`src/rtl/iir_biquad_sequencer.sv`:
```
// Direct-form-I biquad sequencer: drives the filter_mem_block delay line and runs the 5-tap MAC with rounding and saturation.
// Latency 9 cycles from the accept cycle to out_valid; one sample is processed every 10 cycles.
// Backpressure: in_ready is high only in IDLE, and in_valid is ignored in every other state.
module iir_biquad_sequencer #(
    parameter int DATA_W    = 32,
    parameter int COEF_W    = 32,
    parameter int FRAC_BITS = 16
) (
    input  logic                     clk,
    input  logic                     reset,
    input  logic                     in_valid,
    output logic                     in_ready,
    input  logic signed [DATA_W-1:0] x_in,
    input  logic signed [COEF_W-1:0] b0,
    input  logic signed [COEF_W-1:0] b1,
    input  logic signed [COEF_W-1:0] b2,
    input  logic signed [COEF_W-1:0] a1,
    input  logic signed [COEF_W-1:0] a2,
    output logic                     x_enable,
    output logic                     y_enable,
    output logic [2:0]               dir,
    output logic signed [DATA_W-1:0] x,
    output logic signed [DATA_W-1:0] y,
    input  logic signed [DATA_W-1:0] mem_out,
    output logic                     out_valid,
    output logic                     out_sat
);

    localparam int PROD_W = DATA_W + COEF_W;
    localparam int ACC_W  = PROD_W + 3;

    localparam logic signed [ACC_W-1:0] HALF  = ACC_W'(1) <<< (FRAC_BITS - 1);
    localparam logic signed [ACC_W-1:0] Y_MAX = (ACC_W'(1) <<< (DATA_W - 1)) - ACC_W'(1);
    localparam logic signed [ACC_W-1:0] Y_MIN = -(ACC_W'(1) <<< (DATA_W - 1));

    typedef enum logic [2:0] {
        S_IDLE,
        S_LOAD,
        S_ISSUE,
        S_DRAIN,
        S_FINAL,
        S_WRITE
    } state_t;

    state_t state;
    state_t next_state;

    logic signed [COEF_W-1:0] c_b0, c_b1, c_b2, c_a1, c_a2;
    logic signed [ACC_W-1:0]  acc;
    logic [2:0]               tap_k;

    logic                     in_ready_nxt;
    logic                     x_enable_nxt;
    logic                     y_enable_nxt;
    logic [2:0]               dir_nxt;
    logic                     accept;
    logic                     acc_clr;
    logic                     acc_en;
    logic                     final_ld;

    logic signed [COEF_W-1:0] coef_sel;
    logic                     tap_sub;
    logic signed [PROD_W-1:0] prod;
    logic signed [ACC_W-1:0]  rnd_sum;
    logic signed [ACC_W-1:0]  rnd;
    logic                     sat_hi;
    logic                     sat_lo;
    logic signed [DATA_W-1:0] sat_val;

    // State register
    always_ff @(posedge clk) begin
        if (reset) begin
            state <= S_IDLE;
        end else begin
            state <= next_state;
        end
    end

    // Next-state logic
    always_comb begin
        next_state = state;
        case (state)
            S_IDLE:  if (in_valid && in_ready) next_state = S_LOAD;
            S_LOAD:  next_state = S_ISSUE;
            S_ISSUE: if (dir == 3'd4) next_state = S_DRAIN;
            S_DRAIN: next_state = S_FINAL;
            S_FINAL: next_state = S_WRITE;
            S_WRITE: next_state = S_IDLE;
            default: next_state = S_IDLE;
        endcase
    end

    // Output decode: every port is registered, so the decode targets the coming state.
    always_comb begin
        in_ready_nxt = (next_state == S_IDLE);
        x_enable_nxt = (next_state == S_LOAD);
        y_enable_nxt = (next_state == S_WRITE);
        dir_nxt      = dir;
        if (next_state == S_ISSUE) begin
            dir_nxt = (state == S_ISSUE) ? dir + 3'd1 : 3'd0;
        end
        accept   = (state == S_IDLE) && in_valid && in_ready;
        acc_clr  = (state == S_LOAD);
        acc_en   = ((state == S_ISSUE) && (dir != 3'd0)) || (state == S_DRAIN);
        final_ld = (state == S_FINAL);
    end

    // mem_out lags dir by one cycle, so the coefficient is selected by the previous dir.
    always_comb begin
        coef_sel = '0;
        tap_sub  = 1'b0;
        case (tap_k)
            3'd0: coef_sel = c_b0;
            3'd1: coef_sel = c_b1;
            3'd2: coef_sel = c_b2;
            3'd3: begin coef_sel = c_a1; tap_sub = 1'b1; end
            3'd4: begin coef_sel = c_a2; tap_sub = 1'b1; end
            default: coef_sel = '0;
        endcase
    end

    // Feedback taps subtract the product instead of negating the coefficient, so a = -2^(COEF_W-1) cannot overflow.
    assign prod = PROD_W'(coef_sel) * PROD_W'(mem_out);

    always_comb begin
        rnd_sum = acc + HALF;
        rnd     = rnd_sum >>> FRAC_BITS;
        sat_hi  = (rnd > Y_MAX);
        sat_lo  = (rnd < Y_MIN);
        if (sat_hi) begin
            sat_val = Y_MAX[DATA_W-1:0];
        end else if (sat_lo) begin
            sat_val = Y_MIN[DATA_W-1:0];
        end else begin
            sat_val = rnd[DATA_W-1:0];
        end
    end

    always_ff @(posedge clk) begin
        if (reset) begin
            in_ready  <= 1'b1;
            x_enable  <= 1'b0;
            y_enable  <= 1'b0;
            out_valid <= 1'b0;
            out_sat   <= 1'b0;
            dir       <= 3'd0;
            tap_k     <= 3'd0;
            x         <= '0;
            y         <= '0;
            acc       <= '0;
            c_b0      <= '0;
            c_b1      <= '0;
            c_b2      <= '0;
            c_a1      <= '0;
            c_a2      <= '0;
        end else begin
            in_ready  <= in_ready_nxt;
            x_enable  <= x_enable_nxt;
            y_enable  <= y_enable_nxt;
            out_valid <= y_enable_nxt;
            dir       <= dir_nxt;
            tap_k     <= dir;
            if (accept) begin
                x    <= x_in;
                c_b0 <= b0;
                c_b1 <= b1;
                c_b2 <= b2;
                c_a1 <= a1;
                c_a2 <= a2;
            end
            if (acc_clr) begin
                acc <= '0;
            end else if (acc_en) begin
                acc <= tap_sub ? acc - ACC_W'(prod) : acc + ACC_W'(prod);
            end
            if (final_ld) begin
                y       <= sat_val;
                out_sat <= sat_hi || sat_lo;
            end else begin
                out_sat <= 1'b0;
            end
        end
    end

    a_push_exclusive: assert property (@(posedge clk) disable iff (reset) !(x_enable && y_enable));
    a_dir_range:      assert property (@(posedge clk) disable iff (reset) dir <= 3'd4);
    a_ready_idle:     assert property (@(posedge clk) disable iff (reset) in_ready == (state == S_IDLE));

endmodule

```
`config.mk`:
```
export PLATFORM = sky130hd
export DESIGN_NAME = iir_biquad_sequencer
export DESIGN_NICKNAME = d
export VERILOG_FILES = /design/src/rtl/iir_biquad_sequencer.sv
export SDC_FILE = /design/constraint.sdc
export NUM_CORES = 2
export LEC_CHECK = 0
export CAP_MARGIN = 5
export CORE_MARGIN = 2
export CORE_UTILIZATION = 63
export DETAILED_ROUTE_END_ITERATION = 10
export PLACE_DENSITY = 0.83
export SYNTH_ARGS = -nofsm -noshare
export SYNTH_HDL_FRONTEND = slang
export SYNTH_SLANG_ARGS = --single-unit
```
`constraint.sdc`:
```
create_clock -name clk -period 15.9 [get_ports clk]
set_input_delay 2.385 -clock clk [delete_from_list [all_inputs] [get_ports clk]]
set_output_delay 2.385 -clock clk [all_outputs]
set_load 0.01 [all_outputs]
```
# == Yosys cells after proc, flatten, opt, wreduce, memory -nomap -nowiden ==
# Index checks and enable logic that the tools add are counted.
# op_classes
order_cmp,2
add_sub_neg,4
n_reduce_logical,13
muxes,9
n_eq_ne,12
n_bitwise,1
div_mod_pow,0
n_mul,1
shift,0
# ops
operator,n
$pmux 32 s5,1
$add 67x17->67 const B,1
$add 67x64->67,1
$mux 67,1
$sub 67x64->67,1
$mul 32x32->64,1
$mux 32,2
$gt 51x32->1 const B,1
$lt 51x32->1 const B,1
$eq 3x2->1 const B,5
$pmux 3 s5,1
$eq 3x3->1 const B,4
$eq 3x1->1 const B,3
$logic_not 3->1,3
$mux 3,3
$reduce_or 2->1,3
$logic_and 1x1->1,4
$add 3x1->3 const B,1
$reduce_bool 3->1,1
$logic_or 1x1->1,2
$mux 1,1
$not 1->1,1
# totals
register_bits,304
mem_count,0
out_inout_bits,72
ramBits,0
romBits,0
latchBits,0
inputBits,227

# == Logic depth before layout (Yosys ltp) ==
# logic_depth
ltp_word,5
ltp_mapped,53

# == Worst setup path before layout ==
# No wires, ideal clock.
# synth_timing
kind,input-to-reg
from,input port mem_out[2]
to,register acc[66]
setup_slack_ps,2705
path_stages,40
setup_time_ps,121
arrival_ps,13074
path_cell_list,clkbuf_1 -> nand2_1 -> fa_1 -> inv_1 -> fa_1 -> inv_1 -> fa_1 -> fa_1 -> inv_1 -> fa_1 -> fa_1 -> fa_1 -> inv_1 -> fa_1 -> inv_1 -> ha_1 -> buf_2 -> a21oi_1 -> [... 4 more ...] -> o311ai_2 -> nand3_1 -> or4b_2 -> or4b_4 -> o21ai_0 -> xnor2_1 -> ha_1 -> nand2_1 -> o21ai_0 -> nor4bb_1 -> a21oi_1 -> a21bo_2 -> a31o_2 -> a221oi_1 -> o41ai_1 -> nand3_1 -> nor3b_2 -> mux2_4
# synth_via
elab_chain_cells,3
elab_cells_between_ends,4
# synth_rtl
item,line,source
start: declaration,24,"input logic signed [DATA_W-1:0] mem_out,"
$mul 32x32->64 *,123,assign prod = PROD_W'(coef_sel) * PROD_W'(mem_out);
$add 67x64->67 / $sub 67x64->67 (equally long branches),174,acc <= tap_sub ? acc - ACC_W'(prod) : acc + ACC_W'(prod);
$mux 67 *,174,
end signal: assignment,174,
end: declaration,49,logic signed [ACC_W-1:0] acc;
# Mark *: on every way between the ends. The rest lies on a longest branch, timed or not.
# A chain may end at the register's enable or synchronous reset.

# == Final worst setup path ==
# layout_timing
from,input port mem_out[4]
to,register acc[66]
# Same word-level chain as after synthesis.

==> run_results.csv <==
group,metric,value,unit
synthesis,ys_ff_latch,304,
floorplan,start_util,63.9,%
cells_and_area,drive_gt1_share,4.37,%
detailed_routing,firstDrtPassIters,6,
sta,fin_crit_sh,94.9,%
cts,cts_resized,0,
setup_path,cp_slowest_stage_delay,1.01,ns
cts,cts_sinks,304,
floorplan,die_w,298,um
synthesis,synth_edf_count,0,
sta,period_needed,15.08,ns
sta,fin_ws,0.816,ns
sta,tightest_slew,1.26,ns
status,outcome,"completed",
cts,clockBufferDepth,3,
setup_path,arrival,15.58,ns
placement,pre_cts_slack,0.436,ns
global_route,grt_start_max_net_pins,107,
synthesis,synthFlopType,"dfxtp_1",
synthesis,synth-seq-area-share,11.1,%
sta,max_freq,0.0663,GHz
setup_path,required,16.39,ns
placement,place_congestion,0.962,
floorplan,rows,107,
synthesis,async_flop_share,0,%
synthesis,ys_top_cells_by_area,"fa_1, dfxtp_1, nand2_1",
floorplan,num_io_pins,299,
global_route,gr-usage-all-layers,33.9,%
synthesis,post_synth_num_cell_types,88,
placement,port_buffers,298,
setup_path,startpoint_type,"primary input",
cells_and_area,nNetsFinal,7991,
cts,clkTransAtPathRegs,0.06,ns
cts,cts_max_level,1,
synthesis,yosys.area.top_type,"fa_1",
setup_path,cp-end-kind,"flip-flop",
detailed_routing,post_drt_wl_per_cell,19.6,um
sta,drv_slew,0,
synthesis,syn_nets,7929,
synthesis,synth_area,54600,um^2
setup_path,crit_path_max_fanout,17,
cts,clk_latency,0.61,ns
sta,hold_viol_final,0,
floorplan,die-area,89100,um^2
placement,dp_hpwl,121000,um
detailed_routing,viasPerCell,5.88,
cells_and_area,syn2layout_area_growth,9.47,%
synthesis,yosysWarningCount,0,
sta,fin_setup_tns,0,ns
sta,setup_violations,0,
sta,rsz0062_at_grt,"no",
detailed_routing,drt_iter0_markers,3527,
synthesis,netlist.area_leader.share,39.7,%
cts,cts_tree,"done",
sta,finClkSkew,0.0507,ns
synthesis,avgSynthCellArea,8.58,um^2
setup_path,crit_slowest_cell,"clkdlybuf4s50_1",
detailed_routing,drc,0,
sta,slew_headroom,15.8,%
flow_run,maxCapViolCount,0,
cts,ctsHoldBuffers,0,
cts,cts_buffers,30,
global_route,grt.overflow.total,0,
setup_path,crit_path_frequent_cell,"fa_1",
global_route,grt_pass1_wl,243000,um
setup_path,crit_type,"primary input to flip-flop",
synthesis,synth_cells,6365,
detailed_routing,finalWirelength,149000,um
global_route,antenna_found_initial,2,
floorplan,core_area,85500,um^2
cts,cts_setup_buffers,0,
setup_path,r2r_slack,1.06,ns
floorplan,die_h,298,um
global_route,grt_pass1_vias,46913,
detailed_routing,antenna_left,0,
cts,clock-root-buffer,"clkbuf_16",
detailed_routing,dr_total_vias,44683,
sta,whs,0.454,ns
hold_path,min_path_type,"flip-flop to flip-flop",
-- state kept, by name, indices dropped and copies added (netlist names) --
| signal | flops |
|---|---|
| acc | 67 |
| c_a1 | 32 |
| c_a2 | 32 |
| c_b0 | 32 |
| c_b1 | 32 |
| c_b2 | 32 |
| dir | 3 |
| in_ready | 1 |
| out_sat | 1 |
| out_valid | 1 |
| state | 3 |
| tap_k | 3 |
| x | 32 |
| x_enable | 1 |
| y | 32 |
-- placed cells by master (no fill, tap or decap), types with 99 or more instances in the layout --
cell type / count
a21oi_1: 397
and2_1: 513
buf_4: 99
clkdlybuf4s50_1: 297
dfxtp_1: 302
fa_1: 1083
ha_1: 254
inv_1: 1029
nand2_1: 1134
nor2_1: 163
xnor2_1: 146
-- cell families after synthesis --
| group | Yosys count | synth area share (%) |
|---|---|---|
| adder cells (fa/ha/maj) | 1337 | 45.5 |
| multiplexers | 40 | 0.820 |
| flip-flops | 304 | 11.1 |
| AND/OR/NAND/NOR | 2120 | 18.3 |
| AO/OA/AOI/OAI | 952 | 11.2 |
| XOR/XNOR | 216 | 3.46 |
| buffers and inverters | 1396 | 9.64 |
-- metal layers --
layer	up-vias	part of all wire (%)	GRT usage [%]	routed length [um]
li1	19932	-	-	-
met1	22392	38	43.4	56700
met2	1894	50	58.1	74500
met3	461	7.2	4.83	10700
met4	4	4.6	13.8	6770
met5	-	0.020	0	29
-- critical path: cells and delay by family --
kind | cells | cell delay [ns]
fa+ha+maj | 10 | 4.93
simple gates | 10 | 3.21
compound gates | 8 | 2.66
buf+inv | 7 | 1.62
xor+xnor | 2 | 0.41
mux | 1 | 0.31
-- synthesized netlist by cell type (39+ instances only) --
cell,number
a21o_1,56
nor2_1,167
a22oi_1,64
clkbuf_1,341
a21oi_1,397
nand3_1,60
o22ai_1,43
inv_1,1029
ha_1,254
dfxtp_1,304
nand4_1,39
xor2_1,70
xnor2_1,146
fa_1,1083
and2_1,513
nand2_1,1134
o21ai_0,98
nor3_1,45
-- path summary, 6_finish.rpt --
path	from	end	cells after the start
worst max-delay path	mem_out[4]	acc[66]	38
worst min-delay path	c_b2[13]	c_b2[13]	2
worst max register to register	tap_k[0]	acc[66]	41
worst min register to register	c_b2[13]	c_b2[13]	2
-- through the flow --
| step | cell area [um^2] | utilization (%) | instances |
|---|---|---|---|
| 2_1_floorplan | 54600 | - | 6365 |
| 3_3_place_gp | 58700 | 68.6 | 7539 |
| 3_5_place_dp | 58700 | 68.6 | 7539 |
| 4_1_cts | 59800 | 69.9 | 7595 |
| 5_1_grt | 59800 | 69.9 | 7595 |
| 6_report | 59800 | 69.9 | 7596 |
-- cell type report --
type / count / area [um^2]
clock inverter: 14 / 253
multi-input combinational: 4665 / 43500
sequential: 304 / 6090
antenna: 1 / 2.50
timing repair buffer: 397 / 3730
tap: 1144 / 1430
fill: 6521 / 25700
inverter: 1029 / 3860
clock buffer: 42 / 887
Power is not shown: default switching activity piles up to over one toggle a cycle in this logic, so the estimate is an artifact.
